**src/rtl/accumulator_bus_arbiter.sv**
```systemverilog
// Round-robin arbiter sharing the accumulator memory op/signal port among N_PROC cores.
// IDLE grants one request, WAIT holds it until mem_signal or the watchdog fires, RELEASE pulses p_signal.
module accumulator_bus_arbiter #(
  parameter int N_PROC  = 4,
  parameter int ID_W    = 2,
  parameter int DATA_W  = 32,
  parameter int TIMEOUT = 2047
) (
  input  logic                     clk,
  input  logic                     reset,
  input  logic [2*N_PROC-1:0]      p_op,
  input  logic [DATA_W*N_PROC-1:0] p_write,
  output logic [N_PROC-1:0]        p_signal,
  output logic [DATA_W-1:0]        p_read,
  output logic [1:0]               mem_op,
  output logic [DATA_W-1:0]        mem_write,
  input  logic [DATA_W-1:0]        mem_read,
  input  logic                     mem_signal,
  output logic                     busy,
  output logic [ID_W-1:0]          grant_id,
  output logic                     timeout_err
);

  localparam int              WD_W     = 16;
  localparam logic [WD_W-1:0] WD_LAST  = WD_W'(TIMEOUT - 1);
  localparam logic [1:0]      OP_NOP   = 2'b00;
  localparam logic [1:0]      OP_FETCH = 2'b01;
  localparam logic [1:0]      OP_SEND  = 2'b10;

  typedef enum logic [1:0] {
    S_IDLE    = 2'd0,
    S_WAIT    = 2'd1,
    S_RELEASE = 2'd2
  } state_t;

  state_t              state_q;
  logic [1:0]          mem_op_q;
  logic [DATA_W-1:0]   mem_write_q;
  logic [N_PROC-1:0]   p_signal_q;
  logic [DATA_W-1:0]   p_read_q;
  logic [ID_W-1:0]     grant_id_q;
  logic [ID_W-1:0]     rr_q;
  logic [WD_W-1:0]     wd_q;
  logic [WD_W-1:0]     wd_d;
  logic                timeout_err_q;

  logic                req_vld;
  logic [ID_W-1:0]     win_idx;
  logic [1:0]          win_op;
  logic [DATA_W-1:0]   win_dat;
  int                  cand;
  logic [1:0]          cand_op;

  // Scan cores rr+1 .. rr+N_PROC (mod N_PROC); the first core with FETCH or SEND wins.
  always_comb begin
    req_vld = 1'b0;
    win_idx = rr_q;
    win_op  = OP_NOP;
    win_dat = '0;
    cand    = 0;
    cand_op = OP_NOP;
    for (int k = 1; k <= N_PROC; k++) begin
      cand = int'(rr_q) + k;
      if (cand >= N_PROC) begin
        cand = cand - N_PROC;
      end
      cand_op = p_op[2*cand +: 2];
      if (!req_vld && (cand_op == OP_FETCH || cand_op == OP_SEND)) begin
        req_vld = 1'b1;
        win_idx = ID_W'(cand);
        win_op  = cand_op;
        win_dat = p_write[DATA_W*cand +: DATA_W];
      end
    end
  end

  assign wd_d = wd_q + WD_W'(1);

  always_ff @(posedge clk or posedge reset) begin
    if (reset) begin
      state_q       <= S_IDLE;
      mem_op_q      <= OP_NOP;
      mem_write_q   <= '0;
      p_signal_q    <= '0;
      p_read_q      <= '0;
      grant_id_q    <= '0;
      rr_q          <= ID_W'(N_PROC - 1);
      wd_q          <= '0;
      timeout_err_q <= 1'b0;
    end else begin
      case (state_q)
        S_IDLE: begin
          if (req_vld) begin
            grant_id_q  <= win_idx;
            rr_q        <= win_idx;
            mem_op_q    <= win_op;
            mem_write_q <= win_dat;
            wd_q        <= '0;
            state_q     <= S_WAIT;
          end else begin
            mem_op_q    <= OP_NOP;
          end
        end
        S_WAIT: begin
          wd_q <= wd_d;
          // Completion takes priority over a watchdog expiry in the same cycle.
          if (mem_signal) begin
            mem_op_q   <= OP_NOP;
            p_read_q   <= mem_read;
            p_signal_q <= N_PROC'(1) << grant_id_q;
            state_q    <= S_RELEASE;
          end else if (wd_q >= WD_LAST) begin
            mem_op_q      <= OP_NOP;
            p_read_q      <= '0;
            p_signal_q    <= N_PROC'(1) << grant_id_q;
            timeout_err_q <= 1'b1;
            state_q       <= S_RELEASE;
          end
        end
        S_RELEASE: begin
          p_signal_q <= '0;
          mem_op_q   <= OP_NOP;
          state_q    <= S_IDLE;
        end
        default: begin
          state_q <= S_IDLE;
        end
      endcase
    end
  end

  assign p_signal    = p_signal_q;
  assign p_read      = p_read_q;
  assign mem_op      = mem_op_q;
  assign mem_write   = mem_write_q;
  assign busy        = (state_q != S_IDLE);
  assign grant_id    = grant_id_q;
  assign timeout_err = timeout_err_q;

endmodule

```
**config.mk**
```make
export PLATFORM = sky130hd
export DESIGN_NAME = accumulator_bus_arbiter
export DESIGN_NICKNAME = d
export VERILOG_FILES = /design/src/rtl/accumulator_bus_arbiter.sv
export SDC_FILE = /design/constraint.sdc
export NUM_CORES = 1
export LEC_CHECK = 0
export CORE_ASPECT_RATIO = 2
export CORE_UTILIZATION = 53
export CTS_BUF_LIST = sky130_fd_sc_hd__clkbuf_2
export DETAILED_ROUTE_END_ITERATION = 10
export GPL_TIMING_DRIVEN = 0
export PLACE_DENSITY = 0.95
export SLEW_MARGIN = 10
export SYNTH_ARGS = -nofsm -noshare
export SYNTH_HDL_FRONTEND = slang
export SYNTH_SLANG_ARGS = --single-unit
export TNS_END_PERCENT = 30
```
**constraint.sdc**
```tcl
create_clock -name clk -period 9.55 [get_ports clk]
set_input_delay 2.865 -clock clk [delete_from_list [all_inputs] [get_ports clk]]
set_output_delay 2.865 -clock clk [all_outputs]
set_load 0.005 [all_outputs]
```
# Word level (Yosys, flattened, before mapping)
# Index checks and enable logic that the tools add are counted.
dict set report classes {
  add_sub_neg 9
  magnitude_cmp 5
  n_eq_ne 12
  shift 9
  n_mux 35
  bitwise_logic 1
  reduce_logical 23
}
# cell n
set ops {}
lappend ops {{$shiftx A128 B32 Y32} 4}
lappend ops {{$mux W32} 6}
lappend ops {{$shiftx A8 B32 Y2} 4}
lappend ops {{$mux W31} 4}
lappend ops {{$pmux W16 S2} 1}
lappend ops {{$mux W2} 14}
lappend ops {{$add A16 B1 Y16 const B} 1}
lappend ops {{$ge A16 B11 Y1 const B} 1}
lappend ops {{$mux W16} 1}
lappend ops {{$reduce_and A2 Y1} 6}
lappend ops {{$sub A3 B3 Y4 const B} 3}
lappend ops {{$eq A2 B1 Y1 const B} 5}
lappend ops {{$eq A2 B2 Y1 const B} 5}
lappend ops {{$ge A3 B3 Y1 const B} 3}
lappend ops {{$mux W4} 2}
lappend ops {{$pmux W4 S2} 1}
lappend ops {{$reduce_bool A2 Y1} 4}
lappend ops {{$add A2 B2 Y3 const B} 2}
lappend ops {{$pmux W2 S3} 1}
lappend ops {{$sub A4 B3 Y5 const B} 1}
lappend ops {{$add A2 B3 Y4 const B} 1}
lappend ops {{$ge A4 B3 Y1 const B} 1}
lappend ops {{$logic_or A1 B1 Y1} 4}
lappend ops {{$mux W1} 4}
lappend ops {{other kinds (11)} 15}
dict set report totals {
  reg_bits 93
  in_bits 171
  out_inout_bits 74
  word_cells 103
}

# Longest topological paths before layout
dict set report depth {
  word_depth 18
  ltp_mapped 19
  mapped_depth_nobuf 12
}

# Least setup slack after synthesis
# No wires, ideal clock.
dict set report synth_timing {
  kind {input-to-reg}
  start {in p_op[7]}
  end {reg mem_write_q[10] (netlist: mem_write[10])}
  setup_ns 0.126
  t_arrival_ns 4.779
  slack_ns 4.645
  path_stages 10
  path_buffers 2
  cell_sequence {mux2_2 o211ai_1 inv_1 ha_1 inv_1 and2_1 clkbuf_1 clkbuf_1 a221o_1 o32a_1}
}
dict set report synth_between {
  elab_chain_len 14
  word_cells_on_any_way 31
  cone_classes {eq/ne (8); shift (4); mux (8); reduce/logical (11)}
}
# element line
set synth_rtl {}
lappend synth_rtl {{start, declared} 11} ;# input logic [2*N_PROC-1:0] p_op,
lappend synth_rtl {{$shiftx A8 B32 Y2} 67} ;# cand_op = p_op[2*cand +: 2];
lappend synth_rtl {{$eq A2 B1 Y1 or $eq A2 B2 Y1 (tied branches)} 68} ;# if (!req_vld && (cand_op == OP_FETCH || cand_op == OP_SEND)) begin
lappend synth_rtl {{$logic_or A1 B1 Y1} 68}
lappend synth_rtl {{$mux W1} 68}
lappend synth_rtl {{$logic_not A1 Y1} 68}
lappend synth_rtl {{$logic_and A1 B1 Y1} 68}
lappend synth_rtl {{$mux W1} 68}
lappend synth_rtl {{$logic_not A1 Y1} 68}
lappend synth_rtl {{$logic_and A1 B1 Y1} 68}
lappend synth_rtl {{$mux W1} 68}
lappend synth_rtl {{$logic_not A1 Y1} 68}
lappend synth_rtl {{$logic_and A1 B1 Y1} 68}
lappend synth_rtl {{$mux W1} 68}
lappend synth_rtl {{$reduce_and A2 Y1 (no line)} -}
lappend synth_rtl {{end signal, assigned} 97} ;# mem_write_q <= win_dat;
lappend synth_rtl {{end, declared} 38} ;# logic [DATA_W-1:0] mem_write_q;
# Parallel ways exist; a longest one is shown, timed or not.
# A chain may end at the register's enable or synchronous reset.

# Final worst setup path
dict set report layout_timing {
  start {reg rr_q[1]}
  end {reg mem_write_q[17] (netlist: mem_write[17])}
}
dict set report layout_between {
  elab_chain_len 17
  word_cells_on_any_way 51
  cone_classes {add/sub (8); order compare (4); eq/ne (8); shift (8); mux (12); reduce/logical (11)}
}
# element line
set layout_rtl {}
lappend layout_rtl {{start, declared} 42} ;# logic [ID_W-1:0] rr_q;
lappend layout_rtl {{start signal, assigned} 87} ;# rr_q <= ID_W'(N_PROC - 1);
lappend layout_rtl {{start signal, assigned} 95} ;# rr_q <= win_idx;
lappend layout_rtl {{$add A2 B1 Y3} 63} ;# cand = int'(rr_q) + k;
lappend layout_rtl {{$sub A3 B3 Y4 or $ge A3 B3 Y1 (tied branches)} {65, 64}}
lappend layout_rtl {{$mux W31} 64} ;# if (cand >= N_PROC) begin
lappend layout_rtl {{$shiftx A8 B32 Y2} 67}
lappend layout_rtl {{$eq A2 B1 Y1 or $eq A2 B2 Y1 (tied branches)} 68}
lappend layout_rtl {{$logic_or A1 B1 Y1} 68}
lappend layout_rtl {{$mux W1} 68}
lappend layout_rtl {{$logic_not A1 Y1} 68}
lappend layout_rtl {{$logic_and A1 B1 Y1} 68}
lappend layout_rtl {{$mux W1} 68}
lappend layout_rtl {{$logic_not A1 Y1} 68}
lappend layout_rtl {{$logic_and A1 B1 Y1} 68}
lappend layout_rtl {{$mux W1} 68}
lappend layout_rtl {{$logic_not A1 Y1} 68}
lappend layout_rtl {{$logic_and A1 B1 Y1} 68}
lappend layout_rtl {{$mux W1} 68}
lappend layout_rtl {{$reduce_and A2 Y1 (no line)} -}
# Parallel ways exist; a longest one is shown, timed or not.

==> out/metrics.cfg <==
[outcome]
status = complete, no violations

[setup_path]
rr_endpoint = mem_write[17]
rr_worst_depth = 16
r2r_start = rr_q[1]
reg2reg_setup_slack_ns = 3.70
crit_path_start = rr_q[1]
critPathRequiredTime_ns = 10.12
path_max_fanout = 11
arrival_ns = 6.42
endpoint_kind = register
start_kind = register
path_class = register to register

[synthesis]
synthFlopType = dfrtp_1
synth.area.top_cells = dfrtp_1 28%, mux4_2 18%, mux2_2 9.4%, nor2_1 5.4%, a221o_1 4.0%
synth_area_sq_um = 8180
async_flop_share = 1.00
syn_area_per_cell_sq_um = 10.2
yosys_register_bits = 93
synthDistinctLibCells = 60
syn_nets = 987
synth_top_area_share = 0.279
postSynthCellCount = 802
yosysMostFrequentCell = nor2_1
synth_edf_count = 0
synth_area_leader_cell = dfrtp_1
synth_common_cells = 117 x nor2_1, 91 x dfrtp_1, 68 x mux2_2, 64 x mux4_2, 53 x clkbuf_1
yosysWarnings = 0
ys_seq_area_frac = 0.285

[placement]
hpwl_mm = 21.8
gp_congestion = 0.969
place_ws_ns = 3.65
port_buffers = 244

[detailed_routing]
drcViolationCount = 0
drtIter0Drc = 836
wl_per_cell_um = 22.5
wirelength_mm = 28.4
num_vias = 8689
viasPerCell = 6.90
ant_nets = 0
dr.pass1.iters = 6

[power]
p_per_area_nw_per_um2 = 386
clkPwrFrac = 0.048
vdd_drop_max_mv = 0.291
switching_share = 0.485
pwr-share-comb = 0.787
leakage_nw = 4.15
p_int_mw = 2.19
seqPwrFrac = 0.165
power.switching_mw = 2.06

[cells_and_area]
nets = 1243
area_growth_pct = 34.6
drive_gt1_frac = 0.173

[grt]
grt_pass1_vias = 8848
antenna_found_initial = 1
grt_pass1_wl_mm = 45.0
grt-ovfl-total = 0
grt_max_degree = 55
grt_usage = 0.359

[clocking]
post_cts.repair.setup_buffers = 0
clockBufferDepth = 2
cts_num_sinks = 93
ctsHoldBuffers = 0
cts-root-buf = clkbuf_2
clkTransAtPathRegs_ns = 0.28
numCtsBuffers = 9
cts.repair.resized = 0
htreeDepth = 3
cts_tree = built
clk_latency_ns = 0.65

[min_path]
hold_start = timeout_err
whs_endpoint = timeout_err
hold_path_depth = 1
hold_class = register to register

[sta]
grt_setup_unrepaired = no
hold_violations = 0
timing.final.max_slew_violations = 0
max_freq_mhz = 171
fin_crit_ns = 5.85
setup-tns-final_ns = 0
min_period_over_period = 0.612
timing.final.ws_setup_ns = 3.70
setup_viol_count_final = 0
tightest_slew_ns = 0.975
max_slew_margin = 0.350
fin_worst_skew_ns = 0.0544

[floorplanning]
start_util = 0.546
io_pins = 245
die_h_um = 178
core_sq_um = 15000
die_x_um = 89.8
die-area_sq_um = 16000
rows = 63

[job]
drv_cap = 0

[through the flow]
stage | instances | power [mW] | utilization | hold WS [ns] | area, sq um
2_1_floorplan | 802 | 2.91 | - | 0.466 | 8180
3_3_place_gp | 1241 | 3.86 | 0.725 | 0.455 | 10900
3_5_place_dp | 1242 | 3.96 | 0.727 | 0.469 | 10900
4_1_cts | 1258 | 4.16 | 0.734 | 0.523 | 11000
5_1_grt | 1259 | 4.49 | 0.735 | 0.549 | 11000
6_report | 1259 | 4.25 | 0.735 | 0.514 | 11000
[worst max path at each step]
stage | depth (start not counted) | to
2_1_floorplan | 1 | grant_id[0]
3_3_place_gp | 2 | mem_write[19]
3_5_place_dp | 10 | mem_write[17]
4_1_cts | 16 | mem_write[16]
5_1_grt | 16 | mem_write[22]
6_report | 16 | mem_write[17]
[metal layers]
metal  global-route usage  up-vias  part of all wire
met4                0.279        0             0.080
met5                    0        -                 0
met2                0.645      746              0.52
met3               0.0548      214             0.080
li1                     -     3641                 -
met1                0.372     4088              0.32
[flip-flops by register name, summed over array words and instances, names as in the netlist]
name / count
mem_write: 32
rr_q: 2
mem_op: 2
wd_q: 16
p_signal: 4
p_read: 32
timeout_err: 1
state_q: 2
grant_id: 2
[power groups by stage]
stage	logic (mW)	registers [mW]	clock network, mW
after global placement	3.16	0.697	0
after CTS	3.27	0.695	0.201
after floorplan	2.22	0.687	0
after global routing	3.56	0.715	0.217
final	3.35	0.700	0.203
after detailed placement	3.26	0.704	0
[kinds of logic after synthesis]
kind of cell | Yosys count | synth area share
and+or+nand+nor | 228 | 0.131
AOI/OAI and AO/OA | 223 | 0.218
muxes | 141 | 0.285
DFF | 93 | 0.285
buffers and inverters | 91 | 0.0458
adders and majority gates | 14 | 0.0214
xor gates and xnor gates | 12 | 0.0138
[critical path, stage by stage, from the launching register on]
cell and delay [ns]:
dfstp_2 0.65, buf_2 0.30, clkinv_1 0.29, clkbuf_1 0.35
ha_1 0.38, clkbuf_1 0.23, clkbuf_1 0.47, clkbuf_1 0.53
mux2_2 0.40, o211ai_1 0.21, inv_1 0.07, ha_1 0.32
inv_1 0.11, a211oi_2 0.57, clkbuf_1 0.53, a221o_1 0.24
o32a_1 0.13
[cell type report]
cell class	count	area, sq um
multi-input combinational	618	5470
inverter	17	66.3
clock inverter	7	62.6
buffer	74	310
antenna	1	2.50
tap	195	244
timing repair buffer	245	2470
fill	1078	3980
sequential	93	2330
clock buffer	9	45.0
[layout by cell type, fill, tap and decap left out, types with 5 or more instances in the layout]
master,n
nand3_1,9
mux2i_1,5
nand2_1,30
clkdlybuf4s50_1,244
ha_1,14
dfrtp_1,91
clkbuf_2,9
nor2b_1,32
a22oi_1,33
buf_2,14
inv_1,14
a22o_1,34
a21oi_1,11
or3_1,6
o32a_1,32
mux2_2,68
xnor2_1,11
a221o_1,33
o21ai_0,52
buf_1,5
mux4_2,64
nor2_1,117
nand3b_1,5
clkbuf_1,53
Note: power is estimated with default switching activity, not from simulation.
